File: config.mk
export PLATFORM = sky130hd
export DESIGN_NAME = instruction_loader_flat
export DESIGN_NICKNAME = d
export VERILOG_FILES = /design/src/rtl/instruction_loader_if.sv /design/src/rtl/instruction_loader.sv /design/src/flat_wrapper.sv
export SDC_FILE = /design/constraint.sdc
export NUM_CORES = 1
export LEC_CHECK = 0
export BUFFER_PORTS_ARGS = -buffer_cell sky130_fd_sc_hd__clkbuf_2
export CAP_MARGIN = 20
export CELL_PAD_IN_SITES_DETAIL_PLACEMENT = 0
export CELL_PAD_IN_SITES_GLOBAL_PLACEMENT = 1
export CORE_MARGIN = 3
export CORE_UTILIZATION = 44
export DETAILED_ROUTE_END_ITERATION = 10
export PLACE_DENSITY = 0.77
export SYNTH_ARGS = -nofsm -noshare
export SYNTH_HDL_FRONTEND = slang
export SYNTH_SLANG_ARGS = --single-unit
File: constraint.sdc
create_clock -name clk -period 2.8 [get_ports clk]
set_input_delay 0.28 -clock clk [delete_from_list [all_inputs] [get_ports clk]]
set_output_delay 0.28 -clock clk [all_outputs]
set_load 0.05 [all_outputs]
File: src/rtl/instruction_loader_if.sv
// Byte-stream and instruction-memory write bus for the instruction loader.
// master = host/stream source and memory observer, slave = loader.
interface instruction_loader_if #(
  parameter int ADDR_WIDTH = 32
);
  logic                  start;
  logic [ADDR_WIDTH-1:0] base_address;
  logic [7:0]            byte_data;
  logic                  byte_valid;
  logic                  byte_last;
  logic                  byte_ready;
  logic                  mem_write_enable;
  logic [ADDR_WIDTH-1:0] mem_write_address;
  logic [31:0]           mem_write_data;
  logic [ADDR_WIDTH-1:0] words_written;
  logic                  busy;
  logic                  done;
  logic                  error;

  modport master (
    output start, base_address, byte_data, byte_valid, byte_last,
    input  byte_ready, mem_write_enable, mem_write_address, mem_write_data,
           words_written, busy, done, error
  );

  modport slave (
    input  start, base_address, byte_data, byte_valid, byte_last,
    output byte_ready, mem_write_enable, mem_write_address, mem_write_data,
           words_written, busy, done, error
  );
endinterface

File: src/rtl/instruction_loader.sv
// Packs a big-endian byte stream into 32-bit instructions and writes them
// to consecutive instruction-memory words; busy holds the core off meanwhile.
module instruction_loader #(
  parameter int NUM_WORDS  = 6,
  parameter int ADDR_WIDTH = 32
) (
  input  logic clk,
  input  logic rst_n,
  instruction_loader_if.slave bus
);
  typedef enum logic [1:0] {IDLE, RECEIVE, WRITE, DONE} state_t;

  state_t                state;
  logic [ADDR_WIDTH-1:0] addr;
  logic [1:0]            byte_index;
  logic [23:0]           word;       // first three bytes; the fourth goes straight to the write data
  logic                  last_flag;

  always_ff @(posedge clk or negedge rst_n) begin
    if (!rst_n) begin
      state                 <= IDLE;
      addr                  <= '0;
      byte_index            <= '0;
      word                  <= '0;
      last_flag             <= 1'b0;
      bus.byte_ready        <= 1'b0;
      bus.mem_write_enable  <= 1'b0;
      bus.mem_write_address <= '0;
      bus.mem_write_data    <= '0;
      bus.words_written     <= '0;
      bus.busy              <= 1'b0;
      bus.done              <= 1'b0;
      bus.error             <= 1'b0;
    end else begin
      bus.mem_write_enable <= 1'b0;
      case (state)
        IDLE, DONE: begin
          if (bus.start) begin
            state             <= RECEIVE;
            addr              <= bus.base_address;
            byte_index        <= '0;
            last_flag         <= 1'b0;
            bus.words_written <= '0;
            bus.done          <= 1'b0;
            bus.error         <= 1'b0;
            bus.byte_ready    <= 1'b1;
            bus.busy          <= 1'b1;
          end
        end
        RECEIVE: begin
          // byte_ready is always high in this state, so valid alone means accept
          if (bus.byte_valid) begin
            word       <= {word[15:0], bus.byte_data};
            byte_index <= byte_index + 2'd1;
            if (byte_index == 2'd3) begin
              last_flag             <= bus.byte_last;
              state                 <= WRITE;
              bus.byte_ready        <= 1'b0;
              bus.mem_write_enable  <= 1'b1;
              bus.mem_write_address <= addr;
              bus.mem_write_data    <= {word, bus.byte_data};
            end else if (bus.byte_last) begin
              state          <= DONE;
              bus.error      <= 1'b1;
              bus.done       <= 1'b1;
              bus.busy       <= 1'b0;
              bus.byte_ready <= 1'b0;
            end
          end
        end
        WRITE: begin
          addr              <= addr + ADDR_WIDTH'(1);
          bus.words_written <= bus.words_written + ADDR_WIDTH'(1);
          byte_index        <= '0;
          if (last_flag ||
              (bus.words_written + ADDR_WIDTH'(1) == ADDR_WIDTH'(NUM_WORDS))) begin
            state    <= DONE;
            bus.done <= 1'b1;
            bus.busy <= 1'b0;
          end else begin
            state          <= RECEIVE;
            bus.byte_ready <= 1'b1;
          end
        end
        default: state <= IDLE;
      endcase
    end
  end
endmodule

File: src/flat_wrapper.sv
// flat-port wrapper written by rule: the top's interface ports become plain ports
module instruction_loader_flat 
#(
  parameter int NUM_WORDS  = 6,
  parameter int ADDR_WIDTH = 32
)
  (clk, rst_n, bus_start, bus_base_address, bus_byte_data, bus_byte_valid, bus_byte_last, bus_byte_ready, bus_mem_write_enable, bus_mem_write_address, bus_mem_write_data, bus_words_written, bus_busy, bus_done, bus_error);
  instruction_loader_if #(.ADDR_WIDTH(ADDR_WIDTH)) bus_i ();
  input  logic clk;
  input  logic rst_n;
  input wire logic [$bits(bus_i.start)-1:0] bus_start;
  input wire logic [$bits(bus_i.base_address)-1:0] bus_base_address;
  input wire logic [$bits(bus_i.byte_data)-1:0] bus_byte_data;
  input wire logic [$bits(bus_i.byte_valid)-1:0] bus_byte_valid;
  input wire logic [$bits(bus_i.byte_last)-1:0] bus_byte_last;
  output wire logic [$bits(bus_i.byte_ready)-1:0] bus_byte_ready;
  output wire logic [$bits(bus_i.mem_write_enable)-1:0] bus_mem_write_enable;
  output wire logic [$bits(bus_i.mem_write_address)-1:0] bus_mem_write_address;
  output wire logic [$bits(bus_i.mem_write_data)-1:0] bus_mem_write_data;
  output wire logic [$bits(bus_i.words_written)-1:0] bus_words_written;
  output wire logic [$bits(bus_i.busy)-1:0] bus_busy;
  output wire logic [$bits(bus_i.done)-1:0] bus_done;
  output wire logic [$bits(bus_i.error)-1:0] bus_error;
  assign bus_i.start = bus_start;
  assign bus_i.base_address = bus_base_address;
  assign bus_i.byte_data = bus_byte_data;
  assign bus_i.byte_valid = bus_byte_valid;
  assign bus_i.byte_last = bus_byte_last;
  assign bus_byte_ready = bus_i.byte_ready;
  assign bus_mem_write_enable = bus_i.mem_write_enable;
  assign bus_mem_write_address = bus_i.mem_write_address;
  assign bus_mem_write_data = bus_i.mem_write_data;
  assign bus_words_written = bus_i.words_written;
  assign bus_busy = bus_i.busy;
  assign bus_done = bus_i.done;
  assign bus_error = bus_i.error;
  instruction_loader #(.NUM_WORDS(NUM_WORDS), .ADDR_WIDTH(ADDR_WIDTH)) u_core (.clk(clk), .rst_n(rst_n), .bus(bus_i));
endmodule
==> results.tsv <==
metric	value	unit
CP max stage delay	0.59	ns
FFs w/ async S/R, synth	1.00	
Worst Clk Skew	0.0108	ns
nets@finish	978	
crit path max fanout	8	
worst endpoint required time	3.11	ns
Max Freq	0.382	GHz
sequential share of the synthesized area	0.495	
number of global-route vias before repair	6303	
initial antenna violation count	0	
maxcap violations	0	
Finished Core Util	0.541	
sequential share of power	0.369	
Worst Hold Class	in -> reg	
maximum vdd drop	524	uV
post-DP HPWL	13700	um
Clock Path Buffers	2	
share of layout cells above drive strength 1	0.334	
htree depth	4	
Pleak	4.54	nW
Gate power share	0.399	
clk slew on worst S/H paths	0.07	ns
TritonCTS clock tree	yes	
Initial Util	0.451	
largest net degree at the start of global routing	73	
antenna viol nets, final	0	
DRC errors left	0	
routed vias	6677	
Die Height	142	um
Worst-Margin Slew	0.686	ns
Post-CTS Setup Inserts	0	
post-synthesis register bit count	162	
synth warn	0	
switching power	0.00461	W
total grt overflow	0	
drt total wl	20200	um
Int Pwr	0.00572	W
Pre-Repair DR Iteration Count	5	
number of top-level pins	146	
Final Max Slew Viols	0	
synthesized area per cell	10.2	um2
cell chain of the critical path	and4_1 > and4_2 > and4_1 > o221ai_1 > or4_4 > o2111ai_1 > nand3_1	
number of inserted diodes	0	
Core Region	0.0181	mm2
r2r startpoint	u_core.bus.words_written[7]	
Worst Setup SP	u_core.bus.words_written[7]	
DRT iter0 DRCs	356	
ys flop type	dfrtp_1	
synth unique cells	65	
GPL Wtd Cong	0.826	
die area	0.0203	mm2
WS Path Type	reg -> reg	
unrepaired setup endpoints after global routing	false	
run status	complete, no violations	
Worst Path Arrival	2.93	ns
CTS Buf Count	17	
CP max stage cell	or4_4	
final hold vios	0	
Root Driver	clkbuf_16	
worst skew pair latency	0.43	ns
Critical Path Most Common Cell	and4_1	
CP endpoint kind	register	
Port Buffers	145	
Die X	142	um
Fill cells	1661	
CTS Sinks	162	
first-pass GRT wire length	33300	um
Rows	49	
most frequent cells in the layout	dfrtp_1 (159), clkbuf_2 (144), mux2_2 (83)	
post-DR wirelength/cell	17.3	um
setup violators final	0	
vias per cell	5.71	
clock share of power	0.232	
worst hold start	bus_base_address[5]	
post-layout min period	2.62	ns
cell count after synthesis	801	
period utilization	0.936	
area grow syn2layout	19.8	%
Synth Cell Area	0.00819	mm2
power density cells	1050	mW/mm2
Tot GR Track Use	0.203	
commonest non-fill, non-tap cell in the layout	dfrtp_1	
Worst slew margin	0.538	
type of origin of the critical path	register	
Setup TNS Final	0	ns
syn_nets	852	
Post-synth EDFFs	0	
Sw Share	0.446	
stage by stage:
stage	hold slack, ns	power [W]	cell area (um2)	std cells	worst slack, ns
final	0.0860	0.0103	9810	1169	0.179
after global placement	0.347	0.00792	9140	1136	0.179
after floorplan	-0.0156	0.00688	8190	801	0.0744
after global routing	0.0647	0.0110	9810	1169	0.00293
after CTS	0.0650	0.0104	9770	1169	0.0397
after detailed placement	0.353	0.00799	9140	1136	0.0864
worst max-delay path: cells and delay by family, from the launching register on:
family          cells  cell delay [ns]
compound gates      2             0.37
flops               1             0.51
simple gates        5             1.62
registers in the layout, indices dropped and copies added (netlist names):
| signal | count |
|---|---|
| u_core.bus.error | 1 |
| u_core.bus.busy | 1 |
| u_core.addr | 32 |
| u_core.bus.done | 1 |
| u_core.state | 2 |
| u_core.bus.byte_ready | 1 |
| u_core.bus.mem_write_data | 32 |
| u_core.bus.mem_write_address | 32 |
| u_core.last_flag | 1 |
| u_core.bus.mem_write_enable | 1 |
| u_core.bus.words_written | 32 |
| u_core.word | 24 |
| u_core.byte_index | 2 |
routing by layer:
| layer | vias to the layer above | track usage | part of all wire |
|---|---|---|---|
| met1 | 3257 | 0.290 | 0.48 |
| met5 | - | 0 | 0 |
| met2 | 180 | 0.312 | 0.46 |
| li1 | 3216 | - | - |
| met3 | 24 | 0.0433 | 0.050 |
| met4 | 0 | 0.0610 | 0.015 |
layout make-up:
| cell class | instances | area [um2] | share of cell area |
|---|---|---|---|
| inverters | 17 | 63.8 | 0.00650 |
| multi-input cells | 560 | 3830 | 0.390 |
| well taps | 229 | 287 | 0.0292 |
| flip-flops and latches | 162 | 4060 | 0.413 |
| repair buffers | 169 | 952 | 0.0970 |
| clock buffers | 17 | 425 | 0.0433 |
| clock inverters | 15 | 196 | 0.0200 |
what timing repair did:
item / in CTS / in global routing
hold buffers: 1 / 0
endpoints found under the hold margin: 69 / 0
resized for setup: 0 / 10
setup endpoints to repair: 0 / 4
final timing paths:
path	cells after the start	slack, ns	to
worst min register to register	2	0.48	u_core.bus.mem_write_address[0]
max in group asynchronous	3	1.51	u_core.byte_index[1]
worst max-delay path	7	0.18	u_core.bus.busy
min in group asynchronous	2	0.42	u_core.bus.mem_write_address[29]
worst min-delay path	3	0.09	u_core.addr[5]
worst max register to register	7	0.18	u_core.bus.busy
synthesized netlist by cell type, types with 17 or more instances:
cell type	count	share of area
a21oi_1	41	0.025
inv_1	17	0.0078
o22ai_1	27	0.021
nor3_1	17	0.010
nand2_1	69	0.032
mux2i_1	17	0.021
nor2_1	27	0.012
o21ai_0	78	0.048
nand4_1	21	0.016
nand3_1	43	0.026
clkbuf_1	41	0.019
dfrtp_1	162	0.49
mux2_2	83	0.11
power groups by stage:
stage | logic [W] | clock network [W] | registers (W)
global placement | 0.00410 | 0 | 0.00382
CTS | 0.00415 | 0.00246 | 0.00381
detailed placement | 0.00414 | 0 | 0.00385
floorplan | 0.00204 | 0 | 0.00484
global route | 0.00451 | 0.00257 | 0.00394
finish | 0.00412 | 0.00239 | 0.00381
cells by family after synthesis:
logic type	after synthesis	synth area share
muxes	100	0.135
and+or+nand+nor	233	0.149
buffers and inverters	79	0.0440
AOI/OAI and AO/OA	205	0.150
DFF	162	0.495
adders and majority gates	6	0.00917
xor gates and xnor gates	16	0.0171
No activity file was read; power rests on OpenSTA's default activity.
